[config.mk]
export PLATFORM = sky130hd
export DESIGN_NAME = array_stream_packer
export DESIGN_NICKNAME = d
export VERILOG_FILES = /design/src/rtl/array_stream_packer.sv
export SDC_FILE = /design/constraint.sdc
export NUM_CORES = 1
export LEC_CHECK = 0
export ABC_AREA = 1
export CAP_MARGIN = 25
export CORE_MARGIN = 3
export CORE_UTILIZATION = 51
export CTS_CLUSTER_SIZE = 28
export DETAILED_ROUTE_END_ITERATION = 7
export DONT_BUFFER_PORTS = 1
export MAX_ROUTING_LAYER = met4
export PLACE_DENSITY = 0.66
export SETUP_SLACK_MARGIN = 0.05
export SLEW_MARGIN = 20
export SYNTH_ARGS = -nofsm -noshare
export SYNTH_HDL_FRONTEND = slang
export SYNTH_SLANG_ARGS = --single-unit
[constraint.sdc]
create_clock -name clk -period 7 [get_ports clk]
set_input_delay 1.4 -clock clk [delete_from_list [all_inputs] [get_ports clk]]
set_output_delay 1.4 -clock clk [all_outputs]
set_load 0.02 [all_outputs]
[src/rtl/array_stream_packer.sv]
// array_stream_packer: gathers DEPTH scalar words from a sync/notify input
// port into a register array and offers the whole array as one word on a
// sync/notify output port. MODE 0 fills the array then sends it. MODE 1 is a
// sliding window where element 0 is the newest word.
//
// state   | meaning
// --------+----------------------------------------------------------
// ST_READ | accepting scalar words (m_in_notify=1)
// ST_WRITE| array frozen and offered to the consumer (m_out_notify=1)
module array_stream_packer #(
    parameter int WIDTH  = 32,
    parameter int DEPTH  = 5,
    parameter int MODE   = 0,
    parameter int FCNT_W = 16
) (
    input  logic                   clk,
    input  logic                   rst,
    input  logic [WIDTH-1:0]       m_in,
    input  logic                   m_in_sync,
    output logic                   m_in_notify,
    output logic [DEPTH*WIDTH-1:0] m_out,
    input  logic                   m_out_sync,
    output logic                   m_out_notify,
    output logic [FCNT_W-1:0]      frame_cnt
);

    // A DEPTH of 1 still needs a one-bit index so the compare logic stays legal.
    localparam int IDX_W = (DEPTH > 1) ? $clog2(DEPTH) : 1;
    localparam int CNT_W = $clog2(DEPTH + 1);
    localparam logic [IDX_W-1:0] IDX_LAST  = IDX_W'(DEPTH - 1);
    localparam logic [CNT_W-1:0] CNT_FULL  = CNT_W'(DEPTH);

    generate
        if (WIDTH < 1 || DEPTH < 1 || (MODE != 0 && MODE != 1)) begin : g_bad_param
            $error("array_stream_packer: illegal WIDTH/DEPTH/MODE parameters");
        end
    endgenerate

    typedef enum logic {
        ST_READ  = 1'b0,
        ST_WRITE = 1'b1
    } state_t;

    state_t                 state_q, state_d;
    logic [DEPTH*WIDTH-1:0] arr_q, arr_d;
    logic [IDX_W-1:0]       idx_q, idx_d;
    logic [CNT_W-1:0]       cnt_q, cnt_d;
    logic [FCNT_W-1:0]      fcnt_q, fcnt_d;

    // Notify flags decode straight from the state register, so no sync input
    // reaches them combinationally.
    assign m_in_notify  = (state_q == ST_READ);
    assign m_out_notify = (state_q == ST_WRITE);
    assign m_out        = arr_q;
    assign frame_cnt    = fcnt_q;

    // State, array, index, fill count and frame counter registers.
    always_ff @(posedge clk or posedge rst) begin
        if (rst) begin
            state_q <= ST_READ;
            arr_q   <= '0;
            idx_q   <= '0;
            cnt_q   <= '0;
            fcnt_q  <= '0;
        end else begin
            state_q <= state_d;
            arr_q   <= arr_d;
            idx_q   <= idx_d;
            cnt_q   <= cnt_d;
            fcnt_q  <= fcnt_d;
        end
    end

    // Next-state logic: capture words in READ, hand the array off in WRITE.
    always_comb begin
        state_d = state_q;
        arr_d   = arr_q;
        idx_d   = idx_q;
        cnt_d   = cnt_q;
        fcnt_d  = fcnt_q;
        unique case (state_q)
            ST_READ: begin
                if (m_in_sync) begin
                    if (MODE == 0) begin
                        for (int k = 0; k < DEPTH; k++) begin
                            if (idx_q == IDX_W'(k)) begin
                                arr_d[k*WIDTH +: WIDTH] = m_in;
                            end
                        end
                        if (idx_q == IDX_LAST) begin
                            idx_d   = '0;
                            state_d = ST_WRITE;
                        end else begin
                            idx_d = idx_q + IDX_W'(1);
                        end
                    end else begin
                        for (int k = DEPTH - 1; k >= 1; k--) begin
                            arr_d[k*WIDTH +: WIDTH] = arr_q[(k-1)*WIDTH +: WIDTH];
                        end
                        arr_d[WIDTH-1:0] = m_in;
                        // Once saturated, every new word completes a window.
                        cnt_d = (cnt_q == CNT_FULL) ? cnt_q : cnt_q + CNT_W'(1);
                        if (cnt_d == CNT_FULL) begin
                            state_d = ST_WRITE;
                        end
                    end
                end
            end
            ST_WRITE: begin
                if (m_out_sync) begin
                    fcnt_d  = fcnt_q + FCNT_W'(1);
                    state_d = ST_READ;
                end
            end
            default: state_d = ST_READ;
        endcase
    end

endmodule

======== Word level (Yosys, flattened, before mapping) ========
Index checks and enable logic that the tools add are counted.
storage, ports and cells
  bits in writable memories ............... 0
  ROM bits ................................ 0
  register bits ........................... 180
  bits in latches ......................... 0
  memories ................................ 0
  word-level logic and storage cells ...... 28
operators by class
  add/subtract/negate cells ............... 2
  order comparisons ....................... 0
  shift-type cells ........................ 0
  div/mod/pow operators ................... 0
  bitwise gates (word level) .............. 1
  mux-type cells .......................... 5
  reductions and logical operators ........ 8
  multipliers ............................. 0
  equality and inequality tests ........... 4
operators by type and width
  kind                   number
  $add 16x1->16 const B  1
  $reduce_and 3->1       5
  $eq 3x2->1 const B     2
  $reduce_and 2->1       2
  $add 3x1->3 const B    1
  $eq 3x1->1 const B     1
  $eq 3x3->1 const B     1
  $logic_not 3->1        1
  $mux 1                 3
  $mux 3                 1
  $pmux 1 s2             1
  $not 1->1              1

======== Longest topological paths before layout ========
Gate-level depths: netlist of the first run.
  depth in word-level cells ............... 4
  gate-level depth with buffers ........... 9

======== Worst setup path after synthesis of the first run ========
OpenSTA, ideal clock, no wires.
  path type ............................... in2reg
  start point ............................. input m_in_sync
  end point ............................... register arr_q[30], in the netlist m_out[30]
  arrival ................................. 2.078 ns
  data required time ...................... 6.877 ns
  buffers on the path ..................... 2
  setup slack ............................. 4.799 ns
  cell stages on the path ................. 7
  cells stage by stage .................... inv_1 nor2_2 buf_6 nand3_4 buf_2 nand2_1 o21ai_1
on the way
  cells in the longest elaborated chain, start to end .. 1
ends and longest elaborated chain
  element                     RTL line  RTL
  start: declaration          19        input logic m_in_sync,
  $reduce_and 3->1 (no line)  --
  end signal: assignment      67        arr_q <= arr_d;
  end: declaration            45        logic [DEPTH*WIDTH-1:0] arr_q, arr_d;
Every way passes these cells.
A chain may end at the register's enable or synchronous reset.

======== Worst setup path in the final report of the first run ========
  start point ............................. input m_in_sync
  end point ............................... register arr_q[80], in the netlist m_out[80]
Same word-level chain as after synthesis.

==> impl_metrics.tcl, run 1 <==
set metrics [dict create \
    placedCellCount 822 \
    r2r_cells 4 \
    switching_share 0.418 \
    drt_first_pass_iters 6 \
    yosysWarnings 0 \
    cts_sinks 180 \
    criticalPathCategory "in2reg" \
    post-place-ws_ns 3.68 \
    drive_gt1_frac 0.0602 \
    skew_ns 0.00526 \
    vias 4639 \
    clk_root_buffer_cell "clkbuf_16" \
    final_cell_mix "nand2_1, dfrtp_1, o21ai_1" \
    postSynthCellCount 680 \
    p_int_uw 2350 \
    grtUsageTotal 0.225 \
    fillers 1065 \
    finalMaxSlewViolations 0 \
    grt_pass1_vias 4465 \
    cts_buffers 17 \
    gr-total-overflow 0 \
    portBuffers 0 \
    critPathCapture "m_out[80]$_DFFE_PP0P_" \
    die_h_um 122 \
    layout_commonest_cell "nand2_1" \
    vdd_drop_max_mv 0.291 \
    rows 41 \
    postRouteAntennaNets 0 \
    period_share 0.402 \
    syn2layout_area_growth_pct 10.3 \
    first_iter_violations 381 \
    maxCapViolations 0 \
    ys_ff_latch 180 \
    crit_fanout 64 \
    routed_via_density 5.44 \
    cp-startpoint "m_in_sync" \
    cts_tree "yes" \
    fmax_mhz 356 \
    n_antenna_cell 0 \
    pwr-share-comb 0.163 \
    dp.final_hpwl_um 10700 \
    worstHoldPathType "reg2reg" \
    clock_latency_ns 0.41 \
    final_cell_count_no_fill 853 \
    io_pins 214 \
    p_clk_frac 0.249 \
    nets 711 \
    htree_levels 4 \
    die_area_mm2 0.0148 \
    pwr-share-seq 0.588 \
    cts_resized 0 \
    status "finished clean" \
    postCtsSetupBuffers 0 \
    fin_ws_ns 4.19 \
    cts_hold_buf 0 \
    fp.coreArea_mm2 0.0128 \
    hold_depth 3 \
    netlist-cell-type-count 22 \
    worst_pin_slew_ns 0.794 \
    grt_max_degree 86 \
    leakage_uw 0.00370 \
    start_util 0.532 \
    routed_wl_um 15800 \
    endpoint_kind "flip-flop" \
    die_w_um 122 \
    place_congestion 0.820 \
    power_density_mw_per_mm2 537 \
    cts.path.max_buffers 2 \
    power.switching_uw 1690 \
    seq_area_frac_synth 0.661 \
    clk_pin_slew_ns 0.06 \
    syn_nets 722 \
    cp.required_ns 7.27 \
    reg2reg_slack_ns 4.58 \
    arrival_ns 3.08 \
    antenna_found_initial 0 \
    netlist_area_mm2 0.00682 \
    rsz0062_at_grt "no" \
    hold_viol 0 \
    setup-tns-final_ns 0 \
    grt_pass1_wl_um 24900 \
    relSlewSlack 0.471 \
    r2r_start "m_out_notify$_DFF_PP0_" \
    setup_viol 0 \
    wl_per_cell_um 18.5 \
    min_period_ns 2.81 \
    drcViolationCount 0 \
    cp-start-kind "input port" \
    rr_endpoint "m_out[80]$_DFFE_PP0P_" \
    avgSynthCellArea_um2 10.0 \
]
## critical path: stages
cell and delay [ns]:
inv_1 0.03, nor2_2 0.52, nand3_4 0.76, nand2_1 0.24
o21ai_1 0.09
## synthesized netlist by cell type
library cell	number	area, um^2
nand2_1	201	754
clkbuf_2	1	5.00
buf_6	1	11.3
nand3_4	3	52.6
clkbuf_1	4	15.0
xnor2_1	4	35.0
inv_1	52	195
nand3_1	6	30.0
nor2_4	1	11.3
nand2_4	1	11.3
nor2_1	15	56.3
clkinv_1	1	3.75
dfrtp_1	180	4500
o21ai_1	101	505
nand4_1	3	18.8
buf_2	20	100
ha_1	6	75.1
buf_4	6	45.0
o21ai_0	67	335
nand2_2	1	6.26
xor2_1	4	35.0
nor2_2	2	12.5
## registers in the layout, indices dropped and copies added, names as in the netlist
signal,count
m_out_notify,1
frame_cnt,16
m_out,160
idx_q,3
## layout make-up
class / instances / area (um^2) / share of cell area
repair buffers: 2 / 15.0 / 0.00200
well taps: 172 / 215 / 0.0286
multi-input cells: 415 / 1950 / 0.259
inverters: 53 / 204 / 0.0271
clock inverters: 8 / 148 / 0.0196
clock buffers: 23 / 488 / 0.0649
flip-flops and latches: 180 / 4500 / 0.599
## routing by layer
layer | part of all wire | track usage | vias up | wire length (um)
li1 | - | - | 2152 | -
met2 | 0.47 | 0.335 | 197 | 7400
met4 | 0.016 | 0.0805 | 0 | 249
met5 | 0 | - | - | 0
met3 | 0.11 | 0.0877 | 29 | 1800
met1 | 0.40 | 0.283 | 2261 | 6350
## worst min-delay path by stage
stage / start / end / slack (ns)
after floorplan: idx_q[2]$_DFFE_PP0P_ / idx_q[0]$_DFFE_PP0P_ / 0.56
after global placement: idx_q[2]$_DFFE_PP0P_ / idx_q[0]$_DFFE_PP0P_ / 0.60
after detailed placement: idx_q[2]$_DFFE_PP0P_ / idx_q[0]$_DFFE_PP0P_ / 0.60
after CTS: idx_q[2]$_DFFE_PP0P_ / idx_q[0]$_DFFE_PP0P_ / 0.61
after global routing: m_out[104]$_DFFE_PP0P_ / m_out[104]$_DFFE_PP0P_ / 0.66
final: idx_q[2]$_DFFE_PP0P_ / idx_q[0]$_DFFE_PP0P_ / 0.62
## power groups by stage
stage,logic (uW),clock network (uW),registers (uW)
2_1_floorplan,561,0,2240
3_3_place_gp,614,0,2380
3_5_place_dp,668,0,2390
4_1_cts,669,1020,2380
5_1_grt,787,1070,2430
6_report,659,1000,2370
## through the flow
stage	utilization	hold slack (ns)	cell area (um^2)	total power, uW
floorplan	-	0.562	6820	2800
global placement	0.536	0.596	6880	3000
detailed placement	0.536	0.603	6880	3060
CTS	0.586	0.613	7520	4070
global route	0.586	0.665	7520	4280
finish	0.586	0.617	7520	4040
## logic make-up after synthesis
family | Yosys count | synth area share
AO/OA/AOI/OAI | 168 | 0.123
XOR/XNOR | 8 | 0.0103
adder cells (fa/ha/maj) | 6 | 0.0110
buffers and inverters | 85 | 0.0550
flip-flops | 180 | 0.661
AND/OR/NAND/NOR | 233 | 0.140
Power figures use the tool's default switching activity.
==> run 2, diff against run 1 <==
==> constraint.sdc (replaced) <==
create_clock -name clk -period 2.7 [get_ports clk]
set_input_delay 0.54 -clock clk [delete_from_list [all_inputs] [get_ports clk]]
set_output_delay 0.54 -clock clk [all_outputs]
set_load 0.02 [all_outputs]
==> run 2 against run 1 <==
Against the previous run:
- first-iteration DRC count down 24%
- die area unchanged
- worst setup slack got worse by 3.4 ns
- wire length rose by 3.1%
- sequential power rose to 2.6 times the previous value
- utilization is 0.60 points higher
- clock power is 120% higher
- via count is 2.8% higher
- largest power group unchanged
==> impl_metrics.tcl, run 2 (synthesis gave the netlist of run 1 again) <==
set metrics [dict create \
    routed_wl_um 16300 \
    drive_gt1_frac 0.0806 \
    start_util 0.532 \
    relSlewSlack 0.491 \
    leakage_uw 0.00373 \
    wl_per_cell_um 18.8 \
    die_h_um 122 \
    syn2layout_area_growth_pct 11.4 \
    clk_pin_slew_ns 0.07 \
    setup_viol 0 \
    cts_hold_buf 0 \
    fillers 1092 \
    grtUsageTotal 0.232 \
    drt_first_pass_iters 5 \
    largest_register_ffs 160 \
    n_antenna_cell 0 \
    gr-total-overflow 0 \
    die_w_um 122 \
    cp-start-kind "flip-flop" \
    fmax_mhz 518 \
    skew_ns 0.00812 \
    fin_ws_ns 0.769 \
    htree_levels 4 \
    cts.path.max_buffers 2 \
    io_pins 214 \
    grt_max_degree 65 \
    worst_pin_slew_ns 0.761 \
    cp.required_ns 3.02 \
    status "finished clean" \
    maxCapViolations 0 \
    drcViolationCount 0 \
    grt_pass1_wl_um 25800 \
    min_period_ns 1.93 \
    clk_root_buffer_cell "clkbuf_16" \
    postRouteAntennaNets 0 \
    worstHoldPathType "in2async" \
    vdd_drop_max_mv 0.543 \
    crit_fanout 50 \
    routed_via_density 5.50 \
    rows 41 \
    endpoint_kind "flip-flop" \
    period_share 0.715 \
    postCtsSetupBuffers 0 \
    post-place-ws_ns 0.592 \
    cts_resized 0 \
    post-route-util 0.592 \
    fp.coreArea_mm2 0.0128 \
    finalMaxSlewViolations 0 \
    criticalPathCategory "reg2reg" \
    rsz0062_at_grt "no" \
    first_iter_violations 290 \
    portBuffers 0 \
    cts_tree "yes" \
    cts_sinks 180 \
    grt_pass1_vias 4761 \
    nets 724 \
    cts_buffers 17 \
    reg2reg_slack_ns 0.77 \
    arrival_ns 2.25 \
    die_area_mm2 0.0148 \
    vias 4770 \
    hold_viol 0 \
    antenna_found_initial 0 \
    place_congestion 0.819 \
    power_density_mw_per_mm2 1340 \
    clock_latency_ns 0.42 \
    layout_commonest_cell "nand2_1" \
    final_cell_mix "nand2_1, dfrtp_1, o21ai_1" \
    dp.final_hpwl_um 11300 \
]
==> run 2: cell count changes in the layout (fill, tap and decap cells not counted), moves of 2 or more <==
cell | previous run | this run
buf_4 | 2 | 8
buf_12 | 0 | 7
inv_6 | 1 | 4
bufinv_16 | 4 | 0
clkinvlp_4 | 0 | 3
clkbuf_8 | 4 | 0
clkinv_2 | 2 | 4
clkinv_4 | 2 | 4
==> run 2: final timing paths <==
path / from / to / depth (start not counted)
max in group asynchronous: rst / m_out[80]$_DFFE_PP0P_ / 2
max: m_out_notify$_DFF_PP0_ / m_out[149]$_DFFE_PP0P_ / 4
max reg2reg: m_out_notify$_DFF_PP0_ / m_out[149]$_DFFE_PP0P_ / 4
min: rst / m_out[128]$_DFFE_PP0P_ / 1
min in group clk: m_out_sync / m_out_notify$_DFF_PP0_ / 1
min reg2reg: idx_q[2]$_DFFE_PP0P_ / idx_q[0]$_DFFE_PP0P_ / 3
==> run 2: area by class of cell <==
type                            count  area [um^2]  share of cell area
Clock buffer                       18          429              0.0565
Clock inverter                     14          105              0.0138
Inverter                           53          203              0.0267
Multi-Input combinational cell    415         1940               0.256
Sequential cell                   180         4500               0.593
Tap cell                          172          215              0.0283
Timing Repair Buffer               15          200              0.0263
==> run 2: metrics by stage <==
stage	hold slack [ns]	std cells	instance area, um^2	total power [uW]	setup TNS [ns]
floorplan	0.562	680	6820	7270	-26.75
global placement	0.573	835	7060	7840	0
detailed placement	0.580	835	7060	8000	0
CTS	0.121	867	7600	10300	0
global route	0.140	867	7600	10800	0
finish	0.121	867	7600	10200	0
==> run 2: report_power, final <==
part           switching [uW]  internal (uW)  leakage (uW)
Sequential               2320           3820       0.00228
Combinational            1110            683       0.00119
Clock                    1050           1190      0.000261
==> run 2: worst max-delay path: stages, from the launching register on <==
cell and delay [ns]:
dfrtp_1 0.39, nor2_2 0.54, nand2_2 0.37, buf_12 0.30, o21ai_0 0.21
==> run 2: metal layers <==
metal  up-vias  routed length (um)  part of all wire  track usage
met1      2374                6810              0.42        0.300
li1       2190                   -                 -            -
met4         0                 170             0.010       0.0700
met5         -                   0                 0            -
met2       191                7700              0.47        0.352
met3        15                1610             0.099       0.0803
